$ cat config.mk
export PLATFORM = sky130hd
export DESIGN_NAME = fast_dct_stream
export DESIGN_NICKNAME = d
export VERILOG_FILES = /design/src/rtl/fast_dct_stream.sv
export SDC_FILE = /design/constraint.sdc
export NUM_CORES = 2
export LEC_CHECK = 0
export ABC_CLOCK_PERIOD_IN_PS = 32800
export CORE_ASPECT_RATIO = 1.75
export CORE_MARGIN = 8
export CORE_UTILIZATION = 40
export CTS_BUF_LIST = sky130_fd_sc_hd__clkbuf_4
export CTS_CLUSTER_DIAMETER = 80
export CTS_CLUSTER_SIZE = 25
export DETAILED_ROUTE_END_ITERATION = 10
export GPL_TIMING_DRIVEN = 0
export PLACE_DENSITY_LB_ADDON = 0.05
export SETUP_SLACK_MARGIN = 0.3
export SLEW_MARGIN = 20
export SYNTH_ARGS = -nofsm -noshare
export SYNTH_HDL_FRONTEND = slang
export SYNTH_SLANG_ARGS = --single-unit
$ cat constraint.sdc
create_clock -name clock -period 32.8 [get_ports clock]
set_clock_uncertainty 0.05 [all_clocks]
set_input_delay 3.28 -clock clock [delete_from_list [all_inputs] [get_ports clock]]
set_output_delay 3.28 -clock clock [all_outputs]
set_load 0.05 [all_outputs]
$ cat src/rtl/fast_dct_stream.sv
`default_nettype none
// +--------------------------------------------------------------------------+
// | fast_dct_stream                                                          |
// | Streaming 8x8 2-D DCT: row pass then column pass, one MAC per cycle.     |
// | Revision: 1.0                                                            |
// +--------------------------------------------------------------------------+
module fast_dct_stream #(
  parameter int WIN  = 9,
  parameter int WIM  = 16,
  parameter int WOUT = 12
) (
  input  logic            clock,
  input  logic            reset,
  input  logic [WIN-1:0]  slave_tdata,
  input  logic            slave_tvalid,
  output logic            slave_tready,
  output logic [WOUT-1:0] master_tdata,
  output logic            master_tvalid,
  input  logic            master_tready,
  output logic            master_tlast
);

  localparam int ACC_W  = WIM + 16;
  localparam int PROD_W = WIM + 12;
  localparam logic [ACC_W-1:0] c_round = ACC_W'(1024);

  typedef enum logic [1:0] {
    LOAD  = 2'd0,
    ROW   = 2'd1,
    COL   = 2'd2,
    DRAIN = 2'd3
  } state_t;

  state_t r_state, w_state_nxt;

  logic signed [WIN-1:0]  r_pix [64];
  logic signed [WIM-1:0]  r_tmp [64];
  logic signed [WOUT-1:0] r_out [64];
  logic [5:0]             r_in_cnt;
  logic [8:0]             r_mac_cnt;
  logic [5:0]             r_k;
  logic [ACC_W-1:0]       r_acc;

  logic [WIM-1:0]         w_opnd;
  logic signed [11:0]     w_coef;
  logic [PROD_W-1:0]      w_prod;
  logic [ACC_W-1:0]       w_sum;
  logic signed [ACC_W-1:0] w_rnd;
  logic [WIM-1:0]         w_sat_row;
  logic [WOUT-1:0]        w_sat_col;
  logic                   w_last_tap;

  // Cosine angle (2n+1)*u*pi/16 folded into the first quadrant of a 32-step circle.
  function automatic logic signed [11:0] f_coef(input logic [2:0] u, input logic [2:0] n);
    logic [4:0]         m;
    logic               neg;
    logic signed [11:0] mag;
    m = 5'({n, 1'b1}) * 5'(u);
    if (m > 5'd16) m = 5'd0 - m;
    neg = (m > 5'd8);
    if (neg) m = 5'd16 - m;
    case (m)
      5'd0:    mag = 12'sd1024;
      5'd1:    mag = 12'sd1004;
      5'd2:    mag = 12'sd946;
      5'd3:    mag = 12'sd851;
      5'd4:    mag = 12'sd724;
      5'd5:    mag = 12'sd569;
      5'd6:    mag = 12'sd392;
      5'd7:    mag = 12'sd200;
      default: mag = 12'sd0;
    endcase
    if (u == 3'd0) return 12'sd724;
    return neg ? -mag : mag;
  endfunction

  // ROW counter is {y,u,x}; COL counter is {u,v,y}.
  always_comb begin
    w_opnd = '0;
    if (r_state == COL) begin
      w_opnd = r_tmp[{r_mac_cnt[2:0], r_mac_cnt[8:6]}];
    end else begin
      w_opnd = {{(WIM-WIN){r_pix[{r_mac_cnt[8:6], r_mac_cnt[2:0]}][WIN-1]}},
                r_pix[{r_mac_cnt[8:6], r_mac_cnt[2:0]}]};
    end
  end

  assign w_coef     = f_coef(r_mac_cnt[5:3], r_mac_cnt[2:0]);
  assign w_prod     = {{12{w_opnd[WIM-1]}}, w_opnd} * {{WIM{w_coef[11]}}, w_coef};
  assign w_sum      = r_acc + {{(ACC_W-PROD_W){w_prod[PROD_W-1]}}, w_prod};
  assign w_rnd      = $signed(w_sum + c_round) >>> 11;
  assign w_last_tap = (r_mac_cnt[2:0] == 3'd7);

  always_comb begin
    w_sat_row = w_rnd[WIM-1:0];
    if (!((&w_rnd[ACC_W-1:WIM-1]) || !(|w_rnd[ACC_W-1:WIM-1])))
      w_sat_row = w_rnd[ACC_W-1] ? {1'b1, {(WIM-1){1'b0}}} : {1'b0, {(WIM-1){1'b1}}};
    w_sat_col = w_rnd[WOUT-1:0];
    if (!((&w_rnd[ACC_W-1:WOUT-1]) || !(|w_rnd[ACC_W-1:WOUT-1])))
      w_sat_col = w_rnd[ACC_W-1] ? {1'b1, {(WOUT-1){1'b0}}} : {1'b0, {(WOUT-1){1'b1}}};
  end

  always_ff @(posedge clock) begin
    if (reset) begin
      r_state   <= LOAD;
      r_in_cnt  <= '0;
      r_mac_cnt <= '0;
      r_k       <= '0;
      r_acc     <= '0;
    end else begin
      r_state <= w_state_nxt;
      case (r_state)
        LOAD:  if (slave_tvalid) r_in_cnt <= r_in_cnt + 6'd1;
        ROW, COL: begin
          r_mac_cnt <= r_mac_cnt + 9'd1;
          r_acc     <= w_last_tap ? '0 : w_sum;
        end
        DRAIN: if (master_tready) r_k <= r_k + 6'd1;
        default: ;
      endcase
    end
  end

  // Storage arrays need no reset: nothing reaches the output until a full block is computed.
  always_ff @(posedge clock) begin
    if (!reset) begin
      if (r_state == LOAD && slave_tvalid)
        r_pix[r_in_cnt] <= slave_tdata;
      if (r_state == ROW && w_last_tap)
        r_tmp[r_mac_cnt[8:3]] <= w_sat_row;
      if (r_state == COL && w_last_tap)
        r_out[{r_mac_cnt[5:3], r_mac_cnt[8:6]}] <= w_sat_col;
    end
  end

  always_comb begin
    w_state_nxt   = r_state;
    slave_tready  = 1'b0;
    master_tvalid = 1'b0;
    master_tdata  = '0;
    master_tlast  = 1'b0;
    case (r_state)
      LOAD: begin
        slave_tready = 1'b1;
        if (slave_tvalid && r_in_cnt == 6'd63) w_state_nxt = ROW;
      end
      ROW:  if (r_mac_cnt == 9'd511) w_state_nxt = COL;
      COL:  if (r_mac_cnt == 9'd511) w_state_nxt = DRAIN;
      DRAIN: begin
        master_tvalid = 1'b1;
        master_tdata  = r_out[r_k];
        master_tlast  = (r_k == 6'd63);
        if (master_tready && r_k == 6'd63) w_state_nxt = LOAD;
      end
      default: w_state_nxt = LOAD;
    endcase
  end

endmodule
`default_nettype wire

# Word-level counts from Yosys, hierarchy flattened
# Memories as Yosys holds them, arrays and structs flattened. A register that Yosys moved wholly into a read port is not among the register bits.
# Index checks and enable logic that the tools add are counted.
# op_classes
mux	37
magnitude_cmp	2
add_sub_neg	8
bitwise	0
n_eq_ne	11
multipliers	2
n_shift	0
div_mod_pow	0
n_reduce_logical	20
# op_table
operator	n
12-bit 2-to-1 mux	7
16-bit 2-to-1 mux	3
6-bit 2-to-1 mux	6
32-bit by 11-bit adder with 32-bit output (second input constant)	1
32-bit adder	1
32-bit 2-to-1 mux	1
16-bit by 12-bit multiplier with 28-bit output	1
1-bit 2-to-1 mux	13
6-bit by 1-bit adder with 6-bit output (second input constant)	2
6-bit equality test (second input constant)	2
12-bit negation	1
5-bit 2-to-1 mux	2
10-bit AND reduction	1
10-bit OR reduction	1
9-bit by 1-bit adder with 9-bit output (second input constant)	1
9-bit equality test (second input constant)	1
2-bit 2-to-1 mux	4
2-bit case mux with 4 select lines	1
2-bit by 1-bit inequality test with 1-bit output (second input constant)	3
6-bit AND reduction	1
6-bit OR reduction	1
5-bit by 4-bit > comparator with 1-bit output (second input constant)	1
5-bit > comparator (second input constant)	1
1-bit logical AND	5
other kinds (14)	19
# word_totals
mem_bits_ro	88
latch_bits	0
out_inout_bits	15
input_bits	13
regBits	55
mem_count	4
ramBits	2368
elab_cells	89
# mem_list
memory	depth	width	read_ports	rd_clocked_by_memory_dff	write_ports	line_no	rtl
r_tmp	64	16	1	1	1	37	logic signed [WIM-1:0] r_tmp [64];
r_out	64	12	1	1	1	38	logic signed [WOUT-1:0] r_out [64];
r_pix	64	9	1	1	1	36	logic signed [WIN-1:0] r_pix [64];
(name not given)	8	11	1	0	0	62	case (m)

# Logic depth before layout (Yosys ltp)
# logic_depth
ltp_word	17
ltp_mapped	58
mapped_depth_nobuf	55

# Worst setup path after synthesis
# No wires, ideal clock.
# synth_path
kind	reg2reg
from	register r_mac_cnt[3]
to	memory r_tmp[0][8] (data pin)
stages_incl_launch_ff	53
path_buffers	4
setup_slack_ns	16.903
synth_period_minus_slack_ns	15.897
t_arrival_ns	15.125
t_required_ns	32.028
setup_time_ns	0.722
cell_sequence	dfxtp_1 clkbuf_1 buf_1 nand2_1 fa_1 inv_1 ha_1 fa_1 xnor2_1 xnor3_1 or3_1 a21oi_1 xor2_1 nand3_1 nand2_1 nand2_1 ha_1 nand3b_1 [... 17 more ...] nor2_1 a21o_1 a211oi_1 nor3_1 ha_1 nand2_1 o31a_1 nor2_1 a21oi_4 o32a_2 o211ai_2 a211oi_1 a2111oi_2 nand4_1 nor3b_2 clkbuf_1 nor3_1 a211oi_1
# synth_via
elab_chain_len	17
elab_cells_between_ends	24
classes_between	add/sub: 5; mul: 2; order compare: 2; mux: 8; reduce/logical: 6; memory: 1
# synth_rtl
item	line_no	rtl
from (decl)	40	logic [8:0] r_mac_cnt;
from (signal assigned)	115	r_mac_cnt <= r_mac_cnt + 9'd1;
4-bit by 3-bit multiplier with 5-bit output	58	m = 5'({n, 1'b1}) * 5'(u);
1-bit by 5-bit subtractor with 5-bit output or 5-bit > comparator (tied branches)	59	if (m > 5'd16) m = 5'd0 - m;
5-bit 2-to-1 mux	59	
5-bit subtractor or 5-bit by 4-bit > comparator with 1-bit output (tied branches)	61, 60	
5-bit 2-to-1 mux	61	if (neg) m = 5'd16 - m;
memory 8 x 11 bit or 2-bit logical NOT (tied branches)	-	
12-bit 2-to-1 mux	62	
12-bit negation	74	return neg ? -mag : mag;
[... 2 more ...]	-	
16-bit by 12-bit multiplier with 28-bit output (*)	89	assign w_prod = {{12{w_opnd[WIM-1]}}, w_opnd} * {{WIM{w_coef[11]}}, w_coef};
32-bit adder (*)	90	assign w_sum = r_acc + {{(ACC_W-PROD_W){w_prod[PROD_W-1]}}, w_prod};
32-bit by 11-bit adder with 32-bit output (*)	91	assign w_rnd = $signed(w_sum + c_round) >>> 11;
6-bit OR reduction	96	if (!((&w_rnd[ACC_W-1:WIM-1]) || !(|w_rnd[ACC_W-1:WIM-1])))
1-bit logical NOT	96	
1-bit logical OR	96	
16-bit 2-to-1 mux (*)	96	
via w_sat_row[8]	49	logic [WIM-1:0] w_sat_row;
to (decl)	37	
# The timed path passes the listed nets; every way through them passes the cells marked *.

# Worst setup path in the final report
# layout_path
from	register r_mac_cnt[3]
to	memory r_out[56][6] (data pin)
# layout_via
elab_chain_len	17
elab_cells_between_ends	24
classes_between	add/sub: 5; mul: 2; order compare: 2; mux: 8; reduce/logical: 6; memory: 1
# layout_rtl
item	line_no	rtl
4-bit by 3-bit multiplier with 5-bit output	58	
1-bit by 5-bit subtractor with 5-bit output or 5-bit > comparator (tied branches)	59	
5-bit 2-to-1 mux	59	
5-bit subtractor or 5-bit by 4-bit > comparator with 1-bit output (tied branches)	61, 60	
5-bit 2-to-1 mux	61	
memory 8 x 11 bit or 2-bit logical NOT (tied branches)	-	
12-bit 2-to-1 mux	62	
12-bit negation	74	
[... 2 more ...]	-	
16-bit by 12-bit multiplier with 28-bit output (*)	89	
32-bit adder (*)	90	
32-bit by 11-bit adder with 32-bit output (*)	91	
10-bit OR reduction	99	if (!((&w_rnd[ACC_W-1:WOUT-1]) || !(|w_rnd[ACC_W-1:WOUT-1])))
1-bit logical NOT	99	
1-bit logical OR	99	
12-bit 2-to-1 mux (*)	99	
via w_sat_col[6]	50	logic [WOUT-1:0] w_sat_col;
to (decl)	38	
# Marked as above.

==> results.yml <==
floorplan:
  io_pins: 28
  coreArea_sq_um: 258000
  fp.dieH_microns: 690
  rows: 247
  start_util_pct: 40.1
  die_area_sq_um: 276000
  die_w_microns: 401
synthesis:
  synth_top_area_share_pct: 68.6
  synthAdderAreaFrac_pct: 4.81
  synth_area_leaders: "edfxtp_1, mux4_2, fa_1, dfxtp_1, ha_1"
  ys_ff_latch: 2435
  synthMuxAreaShare_pct: 17.1
  synth_fp_nets: 5546
  ys_types: 93
  netlist_instances: 5244
  syn_area_sq_um: 104000
  synth_xor_area_share_pct: 0.820
  async_flop_share_pct: 0
  ys.flop_type: "edfxtp_1"
  avgSynthCellArea_sq_um: 19.8
  synth_top_family_by_area: "multiplexers"
  ys_seq_area_share_pct: 69.8
  yosysMostFrequentCell: "edfxtp_1"
  yosys.area.top_type: "edfxtp_1"
  synth-simple-area-share_pct: 3.49
  synth_common_cells: "edfxtp_1, mux4_2, nor2_1"
  synth_edf_count: 2368
  synth_warnings: 0
  synth_compound_area_share_pct: 1.92
sta:
  rsz0062_at_grt: "no"
  setup_tns_ns: 0
  post-route-period-util_pct: 55.3
  finalWorstSetupSlack_ns: 14.65
  worst_hold_slack_ns: 0.468
  worstMarginPinSlew_ns: 1.22
  finalCriticalPeriod_ns: 18.15
  max_slew_margin_pct: 18.8
  finalHoldViolations: 0
  slew_viol_final: 0
  finalSetupViolCount: 0
  fmax_ghz: 0.0551
route:
  final_antenna_net_count: 0
  dr_total_vias: 50500
  drt_pass1_iterations: 7
  finalWirelength_mm: 308
  drc: 0
  drt_first_iter_violations: 3835
  viasPerCell: 5.61
  routedWlPerCell_microns: 34.3
critical_path:
  crit_path_start_kind: "register"
  end_kind: "register"
  crit_family: "adder cells"
  criticalPathCategory: "reg -> reg"
  cp_max_fo: 73
  cp_data_required_time_ns: 33.79
  critPathArrivalTime_ns: 19.14
  cp_slowest_stage_delay_ns: 0.93
  cp_common_cell: "fa_1"
  cpMaxStageDelayCell: "buf_4"
  crit_buf_inv: 11
cts:
  cts.htree.levels: 3
  cts-resized-gates: 0
  numCtsBuffers: 111
  cts_tree: "built"
  root_buffer: "clkbuf_4"
  cts_sinks: 2435
  post_cts_buffers: 0
  holdBufCountCts: 0
  clk_path_buf_depth: 3
  clk_latency_ns: 1.34
  clk_pin_slew_ns: 0.28
global_routing:
  grt_pass1_vias: 54400
  grt_remaining_overflow: 0
  track_usage_pct: 22.0
  grt_max_degree: 74
  grt_pass1_wl_mm: 430
  antenna_found_initial: 17
finish:
  layout-drive-gt1-share_pct: 25.4
  area_growth_pct: 9.39
  fillers: 22400
  fin_nets: 5833
job:
  cap_viol_max_count: 0
place:
  port_buffers: 26
  hpwl_mm: 228
  routabilityCongestion: 0.834
  place_ws_ns: 14.57
status:
  outcome: "finished clean"
min_path:
  hold_class: "reg -> reg"
## path summary, 6_finish.rpt
check	from	slack, ns	cells after the start	endpoint
min reg2reg	r_k[5]	0.47	2	register
max	r_mac_cnt[3]	14.65	55	r_out[56][6]
max reg2reg	r_mac_cnt[3]	14.65	55	r_out[56][6]
min	r_k[5]	0.47	2	register
## worst reg2reg max path: cells and delay by family (launching register included)
kind / cells / cell delay [ns]
fa+ha+maj: 11 / 4.77
compound gates: 15 / 4.08
flops: 1 / 0.55
simple gates: 13 / 3.36
buf+inv: 11 / 3.22
xor+xnor: 5 / 1.82
## stage by stage
| stage | util (%) | std cells | cell area, sq um |
|---|---|---|---|
| after floorplan | - | 5244 | 104000 |
| after global placement | 41.9 | 8631 | 108000 |
| after detailed placement | 43.3 | 8777 | 112000 |
| after CTS | 43.8 | 8926 | 113000 |
| after global routing | 43.9 | 8987 | 113000 |
| final | 43.9 | 8995 | 113000 |
## layout by cell type (no fill, tap or decap), types with 43 or more instances in the layout
cell,instances
clkbuf_2,54
nor2_1,191
nor2_4,65
nor2_2,82
inv_1,273
edfxtp_1,2368
buf_2,49
mux4_2,777
nand2_1,208
clkbuf_1,139
buf_16,46
nor3_1,44
xnor2_1,62
o21ai_0,43
fa_1,183
diode_2,67
dfxtp_1,67
a21oi_1,69
ha_1,106
clkbuf_4,132
## area by class of cell
cell class / count / area [sq um] / area share (%)
Clock buffer: 132 / 991 / 0.873
Clock inverter: 17 / 260 / 0.229
Sequential cell: 2435 / 72400 / 63.9
Antenna cell: 67 / 168 / 0.148
Tap cell: 3361 / 4210 / 3.71
Multi-Input combinational cell: 2263 / 30200 / 26.6
Buffer: 271 / 1200 / 1.06
Inverter: 275 / 1030 / 0.910
Timing Repair Buffer: 174 / 3000 / 2.65
## logic make-up after synthesis
kind of cell             count (synthesis)
multiplexers                           795
adder cells (fa/ha/maj)                289
buffers and inverters                  546
AO/OA/AOI/OAI                          289
flip-flops                            2435
AND/OR/NAND/NOR                        797
XOR/XNOR                                93
## metal layers
| metal | global-route usage [%] | share of wire [%] | vias up |
|---|---|---|---|
| li1 | - | - | 21500 |
| met5 | 0 | 0.024 | - |
| met1 | 23.7 | 35 | 27700 |
| met4 | 8.90 | 4.8 | 10 |
| met2 | 44.3 | 58 | 941 |
| met3 | 1.57 | 2.6 | 337 |
## registers in the layout, indices dropped and copies added, names as in the netlist, named ones only
register,cells
r_acc,32
r_in_cnt,6
r_k,6
r_mac_cnt,9
r_out,768
r_pix,576
r_state,2
r_tmp,1024
Power is not shown: default switching activity piles up to over one toggle a cycle in this logic, so the estimate is an artifact.
